`src/rtl/seq_det_pkg.sv`:
```
// Shared types and helpers for the serial pattern detector.
//   PAT_LEN / pattern_t / FILL_W : default 4-bit configuration
//   det_mode_t                   : output timing selector (Mealy / Moore)
//   fill_w(n)                    : width needed to hold a fill level 0..n
package seq_det_pkg;
  localparam int PAT_LEN = 4;
  typedef logic [PAT_LEN-1:0] pattern_t;
  localparam int FILL_W = $clog2(PAT_LEN+1);

  typedef enum logic {DET_MEALY = 1'b0, DET_MOORE = 1'b1} det_mode_t;

  function automatic int fill_w(input int n);
    return $clog2(n+1);
  endfunction
endpackage

```
`src/rtl/seq_detector_param_if.sv`:
```
// Serial-in / status-out bundle of the pattern detector.
//   master : source side (drives data_valid, data_in, overlap_en, pat_load, pat_in)
//   slave  : detector side (drives seq_detected, match_count, fill_out)
interface seq_detector_param_if import seq_det_pkg::*; #(
  parameter int PAT_LEN = 4,
  parameter int CNT_W   = 8
) ();
  logic                           data_valid;
  logic                           data_in;
  logic                           overlap_en;
  logic                           pat_load;
  logic [PAT_LEN-1:0]             pat_in;
  logic                           seq_detected;
  logic [CNT_W-1:0]               match_count;
  logic [fill_w(PAT_LEN)-1:0]     fill_out;

  modport master (
    output data_valid, data_in, overlap_en, pat_load, pat_in,
    input  seq_detected, match_count, fill_out
  );
  modport slave (
    input  data_valid, data_in, overlap_en, pat_load, pat_in,
    output seq_detected, match_count, fill_out
  );
endinterface

```
`src/rtl/seq_detector_param_sat_counter.sv`:
```
// Saturating up-counter: increments on i_inc, sticks at all ones.
//   clk, rst : clock, async active-high reset (count -> 0)
//   i_inc    : increment enable
//   o_cnt    : current count
module sat_counter #(
  parameter int W = 8
) (
  input  logic         clk,
  input  logic         rst,
  input  logic         i_inc,
  output logic [W-1:0] o_cnt
);
  logic [W-1:0] r_cnt;

  always_ff @(posedge clk or posedge rst) begin
    if (rst)                        r_cnt <= '0;
    else if (i_inc && (r_cnt != '1)) r_cnt <= r_cnt + W'(1);
  end

  assign o_cnt = r_cnt;
endmodule

```
`src/rtl/seq_detector_param.sv`:
```
// Runtime-loadable serial bit-pattern detector.
//   clk, reset : clock, async active-high reset
//   bus        : slave side of seq_detector_param_if
//                in : data_valid, data_in, overlap_en, pat_load, pat_in (MSB first)
//                out: seq_detected, match_count (saturating), fill_out (history depth)
module seq_detector_param import seq_det_pkg::*; #(
  parameter int               PAT_LEN     = 4,
  parameter logic [PAT_LEN-1:0] RST_PATTERN = 4'b1011,
  parameter bit               MOORE       = 1'b1,
  parameter int               CNT_W       = 8
) (
  input  logic                 clk,
  input  logic                 reset,
  seq_detector_param_if.slave  bus
);
  localparam int        FW   = fill_w(PAT_LEN);
  localparam det_mode_t MODE = MOORE ? DET_MOORE : DET_MEALY;

  logic [PAT_LEN-1:0] r_pat;
  // Only the newest PAT_LEN-1 bits are kept: the compare window is those
  // bits plus the live data_in, so the oldest bit would never be read.
  logic [PAT_LEN-2:0] r_hist;
  logic [FW-1:0]      r_fill;
  logic               r_det;

  logic [PAT_LEN-1:0] w_window;
  logic               w_hit;
  logic [FW-1:0]      w_fill_nxt;
  logic [CNT_W-1:0]   w_cnt;

  assign w_window = {r_hist, bus.data_in};
  // fill gates out bits that arrived before reset/load or before a
  // non-overlapping restart.
  assign w_hit = bus.data_valid && !bus.pat_load &&
                 (r_fill >= FW'(PAT_LEN-1)) && (w_window == r_pat);

  always_comb begin
    w_fill_nxt = r_fill;
    if (w_hit && !bus.overlap_en)   w_fill_nxt = '0;
    else if (r_fill != FW'(PAT_LEN)) w_fill_nxt = r_fill + FW'(1);
  end

  always_ff @(posedge clk or posedge reset) begin
    if (reset) begin
      r_pat  <= RST_PATTERN;
      r_hist <= '0;
      r_fill <= '0;
    end else if (bus.pat_load) begin
      r_pat  <= bus.pat_in;
      r_fill <= '0;
    end else if (bus.data_valid) begin
      r_hist <= w_window[PAT_LEN-2:0];
      r_fill <= w_fill_nxt;
    end
  end

  // w_hit is low without data_valid, so the registered pulse lasts one cycle.
  always_ff @(posedge clk or posedge reset) begin
    if (reset) r_det <= 1'b0;
    else       r_det <= w_hit;
  end

  sat_counter #(.W(CNT_W)) u_cnt (
    .clk   (clk),
    .rst   (reset),
    .i_inc (w_hit),
    .o_cnt (w_cnt)
  );

  assign bus.seq_detected = (MODE == DET_MOORE) ? r_det : w_hit;
  assign bus.match_count  = w_cnt;
  assign bus.fill_out     = r_fill;
endmodule
```
`src/flat_wrapper.sv`:
```
// flat-port wrapper written by rule: the top's interface ports become plain ports
module seq_detector_param_flat import seq_det_pkg::*;
#(
  parameter int               PAT_LEN     = 4,
  parameter logic [PAT_LEN-1:0] RST_PATTERN = 4'b1011,
  parameter bit               MOORE       = 1'b1,
  parameter int               CNT_W       = 8
)
  (clk, reset, bus_data_valid, bus_data_in, bus_overlap_en, bus_pat_load, bus_pat_in, bus_seq_detected, bus_match_count, bus_fill_out);
  seq_detector_param_if #(.PAT_LEN(PAT_LEN), .CNT_W(CNT_W)) bus_i ();
  input  logic clk;
  input  logic reset;
  input wire logic [$bits(bus_i.data_valid)-1:0] bus_data_valid;
  input wire logic [$bits(bus_i.data_in)-1:0] bus_data_in;
  input wire logic [$bits(bus_i.overlap_en)-1:0] bus_overlap_en;
  input wire logic [$bits(bus_i.pat_load)-1:0] bus_pat_load;
  input wire logic [$bits(bus_i.pat_in)-1:0] bus_pat_in;
  output wire logic [$bits(bus_i.seq_detected)-1:0] bus_seq_detected;
  output wire logic [$bits(bus_i.match_count)-1:0] bus_match_count;
  output wire logic [$bits(bus_i.fill_out)-1:0] bus_fill_out;
  assign bus_i.data_valid = bus_data_valid;
  assign bus_i.data_in = bus_data_in;
  assign bus_i.overlap_en = bus_overlap_en;
  assign bus_i.pat_load = bus_pat_load;
  assign bus_i.pat_in = bus_pat_in;
  assign bus_seq_detected = bus_i.seq_detected;
  assign bus_match_count = bus_i.match_count;
  assign bus_fill_out = bus_i.fill_out;
  seq_detector_param #(.PAT_LEN(PAT_LEN), .RST_PATTERN(RST_PATTERN), .MOORE(MOORE), .CNT_W(CNT_W)) u_core (.clk(clk), .reset(reset), .bus(bus_i));
endmodule
```
`config.mk`:
```
export PLATFORM = sky130hd
export DESIGN_NAME = seq_detector_param_flat
export DESIGN_NICKNAME = d
export VERILOG_FILES = /design/src/rtl/seq_det_pkg.sv /design/src/rtl/seq_detector_param_if.sv /design/src/rtl/seq_detector_param_sat_counter.sv /design/src/rtl/seq_detector_param.sv /design/src/flat_wrapper.sv
export SDC_FILE = /design/constraint.sdc
export NUM_CORES = 1
export LEC_CHECK = 0
export ABC_AREA = 1
export BUFFER_PORTS_ARGS = -buffer_cell sky130_fd_sc_hd__buf_2
export CAP_MARGIN = 0
export CORE_UTILIZATION = 60
export CTS_BUF_LIST = sky130_fd_sc_hd__clkbuf_8
export DETAILED_ROUTE_END_ITERATION = 6
export PLACE_DENSITY = 0.86
export SLEW_MARGIN = 40
export SYNTH_ARGS = -nofsm -noshare
export SYNTH_HDL_FRONTEND = slang
export SYNTH_HIERARCHICAL = 1
export SYNTH_SLANG_ARGS = --single-unit
```
`constraint.sdc`:
```
create_clock -name clk -period 5.2 [get_ports clk]
set_input_delay 0.78 -clock clk [delete_from_list [all_inputs] [get_ports clk]]
set_output_delay 0.78 -clock clk [all_outputs]
set_load 0.01 [all_outputs]
```
Word-level counts from Yosys, hierarchy flattened:

Cells that the tools add are included.

* bits in registers: 19
* bits of input ports: 10
* output and inout bits: 12
* word-level logic and storage cells: 27

* $add $sub $neg: 2
* $lt $le $gt $ge: 1
* eq/ne operators: 3
* mux-type cells: 4
* bitwise logic cells: 1
* reductions and logical operators: 11

Operator list (number)
* 3-bit 2-to-1 mux: 4
* 8-bit by 1-bit adder with 8-bit output (second input constant): 1
* 8-bit != test (second input constant): 1
* 1-bit logical AND: 5
* 4-bit equality test: 1
* 2-bit AND reduction: 2
* 3-bit by 1-bit adder with 3-bit output (second input constant): 1
* 3-bit by 2-bit >= comparator with 1-bit output (second input constant): 1
* 3-bit != test (second input constant): 1
* 3-bit nonzero test: 1
* 1-bit logical NOT: 2
* 2-bit nonzero test: 1
* 1-bit NOT: 1

Longest topological paths before layout:

Gate-level depths: netlist of run 1.

* depth in word-level cells: 8
* mapped depth: 12
* gate-level depth less buffers: 11

Cells and area by module:

Netlist of run 1, hierarchy kept.

Modules (own cells, without submodules)
* seq_detector_param: instances 1, cells each 82, area an instance 623.1 um^2, sequential area each 279.0 um^2
* sat_counter: instances 1, cells each 63, area an instance 473.0 um^2, sequential area each 200.2 um^2

Least setup slack after synthesis of run 1:

OpenSTA, ideal clock, no wires.

* kind: input to register
* start: in bus_data_valid
* end: reg u_core.u_cnt.r_cnt[7] (netlist: u_core/u_cnt/o_cnt[7])
* setup time: 0.117 ns
* arrival time: 1.897 ns
* required time: 5.083 ns
* setup slack: 3.186 ns
* cell stages on the path: 10
* path buffers: 1
* path through: inv_1 nor2_4 nand3_2 nor4_1 buf_2 nand3_1 nor2_2 nand3_2 nand2_1 nand2_1

* longest elaborated chain between the ends: 4

RTL lines
* from (decl): RTL line flat_wrapper.sv:13 `input wire logic [$bits(bus_i.data_valid)-1:0] bus_data_valid;`
* 1-bit logical AND (2 in series): RTL line seq_detector_param.sv:34 `assign w_hit = bus.data_valid && !bus.pat_load &&`
* 1-bit logical AND: RTL line seq_detector_param.sv:35 `(r_fill >= FW'(PAT_LEN-1)) && (w_window == r_pat);`
* net u_core.w_hit: RTL line seq_detector_param.sv:27 `logic w_hit;`
* 1-bit logical AND: RTL line seq_detector_param_sat_counter.sv:17 `else if (i_inc && (r_cnt != '1)) r_cnt <= r_cnt + W'(1);`
* to (signal assigned): RTL line seq_detector_param_sat_counter.sv:17
* to (decl): RTL line seq_detector_param_sat_counter.sv:13 `logic [W-1:0] r_cnt;`

The timed path passes the listed nets, and every way through them passes these cells.
A chain may end at the register's enable or synchronous reset.

Final worst setup path of run 1:

* start: in bus_pat_load
* end: reg u_core.u_cnt.r_cnt[7] (netlist: u_core/u_cnt/o_cnt[7])

* longest elaborated chain between the ends: 5

RTL lines
* from (decl): RTL line flat_wrapper.sv:16 `input wire logic [$bits(bus_i.pat_load)-1:0] bus_pat_load;`
* 1-bit logical NOT: RTL line seq_detector_param.sv:34
* 1-bit logical AND (2 in series): RTL line seq_detector_param.sv:34
* 1-bit logical AND: RTL line seq_detector_param.sv:35
* net u_core.w_hit: RTL line seq_detector_param.sv:27
* 1-bit logical AND: RTL line seq_detector_param_sat_counter.sv:17

The timed path passes the listed nets, and every way through them passes these cells.

==> impl_metrics.tcl, run 1 <==
set metrics [dict create \
    tightest_slew_ns 0.721 \
    drive_gt1_frac 0.234 \
    drv_cap 0 \
    detail_route.first_pass.iterations 5 \
    cts_buffers 3 \
    initial_utilization 0.635 \
    synthesis.area_sq_mm 0.00110 \
    synthesis.nets 159 \
    cts_tree "yes" \
    holdCritPathClass "in -> async" \
    peakVddDrop_mv 0.233 \
    antenna_cells 0 \
    ys_seq_area_frac 0.437 \
    synthMuxAreaShare 0 \
    crit_slowest_cell "nor4_2" \
    post_cts_buffers 0 \
    synth_top_family_by_area "simple AND/OR/NAND/NOR gates" \
    grt_usage 0.253 \
    core_sq_mm 0.00173 \
    dp_hpwl_um 1640 \
    die_w_um 44.7 \
    place_congestion 0.820 \
    cpPeakStageDelay_ns 0.55 \
    grt_pass1_wl_um 3620 \
    status "finished, final reports clean" \
    synth_area_leaders "dfrtp_1 37%, nand2_1 16%, inv_1 8.2%" \
    synthAdderAreaFrac 0.0457 \
    clk_pin_slew_worst_paths_ns 0.07 \
    area_growth_pct 15.0 \
    yosys.area_share.simple 0.361 \
    ctsHoldBuffers 0 \
    synth-compound-area-share 0.0365 \
    grt_pass1_vias 869 \
    synth_top_area_cell "dfrtp_1" \
    totalWireLength_um 2130 \
    synth-xor-area-share 0.0160 \
    clock.fmax_ghz 0.444 \
    cts.sinks 19 \
    htree_levels 1 \
    period_needed_ns 2.25 \
    finalCritPeriodShare 0.433 \
    yosysWarnings 6 \
    drc 0 \
    syn_inst 145 \
    dpl_cell_area_sq_mm 0.00121 \
    io_buffers 21 \
    synth_most_common_cell "nand2_1" \
    reg2reg_depth 11 \
    post_cts_resize_count 0 \
    synth_edf_count 0 \
    cts_root_buffer "clkbuf_8" \
    power.density_mw_per_mm2 270 \
    multi_input_area_sq_um 509 \
    synth_top_area_share 0.365 \
    rows 15 \
    critPathCaptureType "flip-flop" \
    regToRegSetupSlack_ns 2.98 \
    p_leak_nw 0.688 \
    clk-insertion-delay-late_ns 0.25 \
    design_area_sq_mm 0.00126 \
    synth_ff_type "dfrtp_1" \
    antenna_found_initial 0 \
    ys_top_cells_by_count "48 x nand2_1, 24 x inv_1, 16 x dfrtp_1" \
    maxSlewViolCount 0 \
    cp.arrival_ns 2.39 \
    synth_seq_cells 19 \
    ios 22 \
    fin_skew_ns 0.00282 \
    critical_path_class "in -> reg" \
    setup_viol 0 \
    drt-vias-per-instance 5.14 \
    grt_overflow 0 \
    regArea_sq_um 479 \
    cp_data_required_time_ns 5.34 \
    crit_fanout 11 \
    hold_viol 0 \
    reg2reg_to "u_core/u_cnt/o_cnt[7]" \
    die-area_sq_mm 0.00200 \
    nets 182 \
    rsz0062_at_grt "false" \
    vias 986 \
    ant_nets 0 \
    avgRoutedWirePerCell_um 11.1 \
    cp-start-kind "input port" \
    tns_ns 0 \
    grt_max_degree 12 \
    first_iter_violations 39 \
    fillers 145 \
    cts_buffer_depth 2 \
    crit_chain "buf_2 > nor2_4 > nand3_2 > nor4_2 > nand3_1 > nor2_2 > nand3_2 > nand2_1 > nand2_1" \
    async_reset_ff_frac 1.00 \
    syn_avg_cell_area_sq_um 7.56 \
    die_y_um 44.7 \
    r2r_start "u_core/bus.fill_out[1]" \
    ys_types 22 \
    relSlewSlack 0.515 \
]
state kept, by name, summed over array words and instances (netlist names):
| signal | flops |
|---|---|
| u_core/bus.fill_out | 3 |
| u_core/bus.seq_detected | 1 |
| u_core/r_hist | 3 |
| u_core/r_pat | 4 |
| u_core/u_cnt/o_cnt | 8 |
stage by stage:
step	util	hold WS, ns	cells	power (mW)	setup WS, ns
floorplan	-	0.449	145	0.220	3.19
global placement	0.700	0.466	188	0.239	2.43
detailed placement	0.704	0.473	188	0.243	2.70
CTS	0.730	0.486	192	0.342	2.97
global route	0.730	0.506	192	0.361	2.79
finish	0.730	0.480	192	0.340	2.95
layout by cell type (no fill, tap or decap):
| cell | instances |
|---|---|
| nand2_1 | 48 |
| inv_1 | 25 |
| buf_2 | 21 |
| dfrtp_1 | 16 |
| nand3_1 | 14 |
| nor2_1 | 8 |
| o21ai_0 | 6 |
| nand3_2 | 4 |
| nor2_2 | 4 |
| ha_1 | 4 |
| clkbuf_8 | 3 |
| dfstp_2 | 3 |
| nand2_2 | 2 |
| nand4_1 | 2 |
| nor2_4 | 1 |
| a21oi_1 | 1 |
| xor2_1 | 1 |
| nor4_2 | 1 |
| nand3b_1 | 1 |
| xnor2_1 | 1 |
| o21ai_1 | 1 |
power by group:
group | internal [mW] | switching [mW] | total [mW]
logic | 0.0251 | 0.0388 | 0.0639
registers | 0.163 | 0.0140 | 0.177
clock network | 0.0524 | 0.0463 | 0.0987
worst max-delay path, delay by kind of cell:
| kind | cells | cell delay (ns) |
|---|---|---|
| simple gates | 8 | 1.44 |
| buf+inv | 1 | 0.16 |
kinds of logic after synthesis:
logic type / Yosys count
AOI/OAI and AO/OA: 8
buffers and inverters: 27
xor gates and xnor gates: 2
and+or+nand+nor: 85
DFF: 19
adders and majority gates: 4
metal layers:
layer | share of wire | wire (um) | vias up | global-route usage
met5 | 0 | 0 | - | 0
li1 | - | - | 489 | -
met3 | 0.033 | 70 | 2 | 0.0480
met1 | 0.43 | 926 | 469 | 0.285
met4 | 0.0066 | 14 | 0 | 0.133
met2 | 0.53 | 1120 | 26 | 0.450
worst max path at each step:
stage | end | slack [ns] | start | depth (start not counted)
after floorplan | u_core/u_cnt/o_cnt[7] | 3.19 | bus_data_valid | 10
after global placement | u_core/u_cnt/o_cnt[7] | 2.43 | bus_pat_load | 9
after detailed placement | u_core/u_cnt/o_cnt[7] | 2.70 | bus_pat_load | 9
after CTS | u_core/u_cnt/o_cnt[7] | 2.97 | bus_pat_load | 9
after global routing | u_core/u_cnt/o_cnt[7] | 2.79 | bus_pat_load | 9
final | u_core/u_cnt/o_cnt[7] | 2.95 | bus_pat_load | 9
cell type report:
type                    count  area share
inverters                  24      0.0715
multi-input cells          99       0.404
repair buffers             21      0.0834
clock inverters             1     0.00298
flip-flops and latches     19       0.380
clock buffers               3      0.0328
well taps                  25      0.0248
Power figures use the tool's default switching activity.
==> run 2: changes to the inputs <==
--- a/config.mk
+++ b/config.mk
@@ -5,13 +5,13 @@
 export SDC_FILE = /design/constraint.sdc
 export NUM_CORES = 1
 export LEC_CHECK = 0
-export ABC_AREA = 1
+export ABC_AREA = 0
 export BUFFER_PORTS_ARGS = -buffer_cell sky130_fd_sc_hd__buf_2
 export CAP_MARGIN = 0
-export CORE_UTILIZATION = 60
+export CORE_UTILIZATION = 55
 export CTS_BUF_LIST = sky130_fd_sc_hd__clkbuf_8
 export DETAILED_ROUTE_END_ITERATION = 6
-export PLACE_DENSITY = 0.86
+export PLACE_DENSITY = 0.81
 export SLEW_MARGIN = 40
 export SYNTH_ARGS = -nofsm -noshare
 export SYNTH_HDL_FRONTEND = slang
==> constraint.sdc (replaced) <==
create_clock -name clk -period 2.4 [get_ports clk]
set_input_delay 0.36 -clock clk [delete_from_list [all_inputs] [get_ports clk]]
set_output_delay 0.36 -clock clk [all_outputs]
set_load 0.01 [all_outputs]
==> run 2 against run 1 <==
  * Total power increased by 110%
  * Worst hold slack got worse by 0.43 ns
  * First-iteration DRC count decreased by 62%
  * Sequential share of layout area rose by 2.5 points
  * Non-clock buffer count rose by 1
  * Critical path depth fell by 1
  * Clock power up 120%
  * Utilization down 4.4 points
  * Clock skew about the same
  * Critical path type is now reg -> reg
  * Highest routed layer unchanged
==> impl_metrics.tcl, run 2 <==
set metrics [dict create \
    status "finished, final reports clean" \
    wl_met1_um 854 \
    dp_hpwl_um 1410 \
    syn_inst 89 \
    top_layer_used "met4" \
    synth_top_area_share 0.399 \
    place_ws_ns 0.0898 \
    setup_viol 0 \
    clk-insertion-delay-late_ns 0.26 \
    vias 745 \
    nets 129 \
    synth_top_area_cell "dfrtp_1" \
    layout_commonest_cell "buf_2" \
    hold_viol 0 \
    grt_max_degree 12 \
    finalCritPeriodShare 0.903 \
    final.setup.worst_slack_ns 0.233 \
    rows 15 \
    ios 22 \
    final_cell_mix "21 x buf_2, 16 x dfrtp_1, 8 x mux2_2, 8 x nand2_1, 7 x inv_1" \
    period_needed_ns 2.17 \
    synth_ff_type "dfrtp_1" \
    yosysWarnings 6 \
    async_reset_ff_frac 1.00 \
    clockPowerShare 0.301 \
    ys_types 29 \
    met3WireLength_um 102 \
    regArea_sq_um 479 \
    detail_route.first_pass.iterations 4 \
    critPathCaptureType "flip-flop" \
    area_growth_pct 18.0 \
    pwr-share-comb 0.165 \
    core_sq_mm 0.00173 \
    fillers 151 \
    tightest_slew_ns 0.423 \
    grt_usage 0.213 \
    die_y_um 44.7 \
    p_seq_frac 0.534 \
    grt_overflow 0 \
    cts_buffers 3 \
    totalWireLength_um 1840 \
    fin_skew_ns 0.00288 \
    holdCritPathClass "in -> async" \
    ant_nets 0 \
    p_sw_frac 0.265 \
    cts_buffer_depth 2 \
    synthesis.area_sq_mm 0.00100 \
    crit_fanout 8 \
    peakVddDrop_mv 0.539 \
    post_cts_buffers 0 \
    avgRoutedWirePerCell_um 13.2 \
    drive_gt1_frac 0.368 \
    synthesis.nets 103 \
    antenna_found_initial 0 \
    drc 0 \
    cp-start-kind "flip-flop" \
    antenna_cells 0 \
    multi_input_area_sq_um 493 \
    rsz0062_at_grt "false" \
    synth_area_leaders "dfrtp_1 40%, mux2_2 9.0%, dfstp_2 7.9%" \
    maxSlewViolCount 0 \
    ys_seq_area_frac 0.478 \
    cts_tree "yes" \
    grt_pass1_vias 706 \
    cts_root_buffer "clkbuf_8" \
    p_leak_nw 0.572 \
    cp.arrival_ns 2.31 \
    die_w_um 44.7 \
    syn_avg_cell_area_sq_um 11.3 \
    cp_data_required_time_ns 2.54 \
    place_congestion 0.837 \
    grt_pass1_wl_um 2980 \
    switching_power_mw 0.192 \
    cts.sinks 19 \
    clock.fmax_ghz 0.461 \
    clk_pin_slew_worst_paths_ns 0.07 \
    tns_ns 0 \
    total_power_mw 0.723 \
    critical_path_class "reg -> reg" \
    die-area_sq_mm 0.00200 \
    ctsHoldBuffers 0 \
    drt-vias-per-instance 5.36 \
    power.density_mw_per_mm2 610 \
    synth_most_common_cell "dfrtp_1" \
    synth_edf_count 0 \
    largest_register_ffs 8 \
    drv_cap 0 \
    initial_utilization 0.581 \
    io_buffers 21 \
    relSlewSlack 0.718 \
    htree_levels 1 \
    synth_seq_cells 19 \
    first_iter_violations 15 \
    internal_power_mw 0.531 \
    ys_top_cells_by_count "16 x dfrtp_1, 8 x mux2_2, 8 x nand2_1" \
    wl_met2_um 860 \
]
run 2: final cells by class:
class,instances,area share
Clock buffer,3,0.0349
Clock inverter,1,0.00317
Inverter,6,0.0190
Multi-Input combinational cell,63,0.416
Sequential cell,19,0.405
Tap cell,25,0.0264
Timing Repair Buffer,22,0.0951
run 2: worst max-delay path, cell delays in order, from the launching register on:
cell     delay, ns
dfrtp_1       0.42
ha_1          0.19
ha_1          0.15
a211o_1       0.12
nand4_2       0.15
nor2_2        0.29
nand3_1       0.18
nor3_1        0.20
mux2_1        0.34
run 2: cells by family (layout without fill, tap and decap cells):
| family | Yosys count | after routing | share of synthesized area |
|---|---|---|---|
| xor gates and xnor gates | 5 | 5 | 0.0436 |
| DFF | 19 | 19 | 0.478 |
| and+or+nand+nor | 27 | 27 | 0.153 |
| buffers and inverters | 7 | 32 | 0.0337 |
| adders and majority gates | 4 | 4 | 0.0499 |
| AOI/OAI and AO/OA | 16 | 16 | 0.118 |
| muxes | 11 | 11 | 0.123 |
run 2: metrics by stage:
| stage | utilization | cells | hold slack [ns] | cell area, sq um |
|---|---|---|---|---|
| floorplan | - | 89 | 0.176 | 1000 |
| global placement | 0.658 | 135 | 0.329 | 1140 |
| detailed placement | 0.658 | 135 | 0.335 | 1140 |
| CTS | 0.684 | 139 | 0.0525 | 1180 |
| global route | 0.686 | 139 | 0.0772 | 1180 |
| finish | 0.686 | 139 | 0.0505 | 1180 |
run 2: layer usage:
metal | vias to the layer above | global-route usage
met4 | 0 | 0.0909
li1 | 368 | -
met1 | 349 | 0.273
met2 | 24 | 0.338
met5 | - | 0
met3 | 4 | 0.0600
run 2: power by group through the flow:
stage,sequential (mW),combinational (mW),clock [mW]
final,0.386,0.120,0.217
after global routing,0.391,0.133,0.233
after CTS,0.386,0.120,0.227
after detailed placement,0.392,0.120,0
after global placement,0.389,0.115,0
after floorplan,0.391,0.0801,0
run 2: final timing paths:
check                           depth (start not counted)                     to                    from  slack, ns
worst min-delay path                                    2  u_core/u_cnt/o_cnt[1]                   reset       0.05
worst max register to register                          8  u_core/u_cnt/o_cnt[7]  u_core/bus.fill_out[1]       0.23
max in group asynchronous                               2        u_core/r_pat[3]                   reset       1.98
min in group clk                                        2        u_core/r_pat[3]           bus_pat_in[3]       0.33
worst max-delay path                                    8  u_core/u_cnt/o_cnt[7]  u_core/bus.fill_out[1]       0.23
worst min register to register                          1  u_core/u_cnt/o_cnt[6]   u_core/u_cnt/o_cnt[6]       0.51
run 2: timing repair:
action                                  4_1_cts  5_1_grt
resized for setup                             0        1
endpoints found under the setup margin        0        1
hold endpoints to repair                      0        0
==> run 3: changes to the inputs <==
--- a/config.mk
+++ b/config.mk
@@ -11,9 +11,10 @@
 export CORE_UTILIZATION = 55
 export CTS_BUF_LIST = sky130_fd_sc_hd__clkbuf_8
 export DETAILED_ROUTE_END_ITERATION = 6
-export PLACE_DENSITY = 0.81
+export PLACE_DENSITY_LB_ADDON = 0.2
 export SLEW_MARGIN = 40
 export SYNTH_ARGS = -nofsm -noshare
 export SYNTH_HDL_FRONTEND = slang
 export SYNTH_HIERARCHICAL = 1
 export SYNTH_SLANG_ARGS = --single-unit
+export TNS_END_PERCENT = 30
==> run 3 against run 2 <==
  * Combinational power about the same
  * Sequential power is essentially flat
  * Final area is 0.42% higher
  * Sequential share of layout area is 0.17 points lower
  * Non-clock buffer count rose by 1
  * Register-to-register slack improved by 0.03 ns
  * Total power down 0.80%
  * Worst hold slack improved by 0.0082 ns
  * Critical path type unchanged
  * Critical endpoint unchanged
==> impl_metrics.tcl, run 3 (synthesis gave the netlist of run 2 again) <==
set metrics [dict create \
    die_y_um 44.7 \
    post_cts_resize_count 0 \
    tightest_slew_ns 0.415 \
    timing.critical_path.buf_inv 1 \
    critical_path_class "reg -> reg" \
    rsz0062_at_grt "false" \
    tns_ns 0 \
    status "finished, final reports clean" \
    fin_skew_ns 0.00116 \
    antenna_found_initial 0 \
    crit_fanout 8 \
    ctsHoldBuffers 0 \
    place_ws_ns 0.294 \
    place_congestion 0.802 \
    post_cts_buffers 0 \
    io_buffers 21 \
    nets 130 \
    first_iter_violations 28 \
    critPathCaptureType "flip-flop" \
    clk_pin_slew_worst_paths_ns 0.07 \
    cpMostUsedCell "ha_1" \
    maxSlewViolCount 0 \
    r2r_start "u_core/bus.fill_out[0]" \
    antenna_cells 0 \
    grt_pass1_vias 706 \
    multi_input_area_sq_um 490 \
    cp_data_required_time_ns 2.54 \
    clock.fmax_ghz 0.468 \
    die-area_sq_mm 0.00200 \
    hold_viol 0 \
    regToRegSetupSlack_ns 0.26 \
    rows 15 \
    initial_utilization 0.581 \
    design_area_sq_mm 0.00119 \
    drt-vias-per-instance 5.39 \
    power.density_mw_per_mm2 603 \
    peakVddDrop_mv 0.442 \
    core_sq_mm 0.00173 \
    final.setup.worst_slack_ns 0.261 \
    dp_hpwl_um 1430 \
    relSlewSlack 0.723 \
    clk-insertion-delay-late_ns 0.25 \
    totalWireLength_um 1940 \
    layout_commonest_cell "buf_2" \
    grt_max_degree 12 \
    largest_register_ffs 8 \
    fin_cells 140 \
    finalCritPeriodShare 0.891 \
    cts.sinks 19 \
    ant_nets 0 \
    crit_path_end "u_core/u_cnt/o_cnt[7]" \
    ios 22 \
    period_needed_ns 2.14 \
    cpPeakStageDelay_ns 0.43 \
    fillers 144 \
    cp-start-kind "flip-flop" \
    htree_levels 1 \
    die_w_um 44.7 \
    grt_pass1_wl_um 3080 \
    holdCritPathClass "in -> async" \
    critPathTopFamily "simple AND/OR/NAND/NOR gates" \
    cts_root_buffer "clkbuf_8" \
    critPathLaunch "u_core/bus.fill_out[0]" \
    p_leak_nw 0.578 \
    setup_viol 0 \
    crit_chain "ha_1 > ha_1 > a211o_1 > nand4_2 > nor2_1 > buf_4 > nand3_1 > nor3_1 > mux2_1" \
    drv_cap 0 \
    regArea_sq_um 479 \
    cp.depth 9 \
    cts_buffers 3 \
    cp.arrival_ns 2.28 \
    drc 0 \
    final_util 0.688 \
    vias 754 \
    avgRoutedWirePerCell_um 13.9 \
    dpl_cell_area_sq_mm 0.00114 \
    reg2reg_to "u_core/u_cnt/o_cnt[7]" \
    grt_usage 0.223 \
    cts_buffer_depth 2 \
    cts_tree "yes" \
    crit_slowest_cell "dfrtp_1" \
    reg2reg_depth 9 \
    area_growth_pct 18.5 \
    dp_cells 136 \
    grt_overflow 0 \
    detail_route.first_pass.iterations 4 \
    drive_gt1_frac 0.365 \
    final_cell_mix "21 x buf_2, 16 x dfrtp_1, 8 x mux2_2, 8 x nand2_1, 7 x inv_1" \
]
==> run 3: final cells by class <==
cell class	count	area share
tap	25	0.0263
clock inverter	1	0.00316
multi-input combinational	63	0.413
sequential	19	0.403
inverter	6	0.0189
clock buffer	3	0.0347
timing repair buffer	23	0.101
==> run 3: worst min path at each step <==
stage,start,to,cells past startpoint
6_report,reset,u_core/u_cnt/o_cnt[1],2
5_1_grt,reset,u_core/u_cnt/o_cnt[3],2
4_1_cts,reset,u_core/u_cnt/o_cnt[3],2
3_5_place_dp,reset,u_core/u_cnt/o_cnt[3],2
3_3_place_gp,reset,u_core/u_cnt/o_cnt[1],2
2_1_floorplan,reset,u_core/u_cnt/o_cnt[0],1
==> run 3: through the flow <==
step           hold slack, ns  power (mW)
2_1_floorplan           0.176       0.471
3_3_place_gp            0.332       0.505
3_5_place_dp            0.335       0.510
4_1_cts                0.0591       0.725
5_1_grt                0.0754       0.755
6_report               0.0587       0.717
==> run 3: routing by layer <==
metal / up-vias / global-route usage / part of all wire
li1: 371 / - / -
met1: 362 / 0.285 / 0.48
met2: 19 / 0.371 / 0.49
met3: 2 / 0.0480 / 0.025
met4: 0 / 0.0909 / 0.0062
met5: - / 0 / 0
==> run 3: worst reg2reg max path, stage by stage (launching register included) <==
cell	delay (ns)
dfrtp_1	0.43
ha_1	0.20
ha_1	0.15
a211o_1	0.12
nand4_2	0.16
nor2_1	0.13
buf_4	0.16
nand3_1	0.13
nor3_1	0.20
mux2_1	0.34
==> run 3: report_power, final <==
group | internal, mW | switching, mW | leakage (nW) | total [mW]
Combinational | 0.0616 | 0.0553 | 0.307 | 0.117
Clock | 0.114 | 0.0998 | 0.0269 | 0.213
Sequential | 0.355 | 0.0320 | 0.244 | 0.387
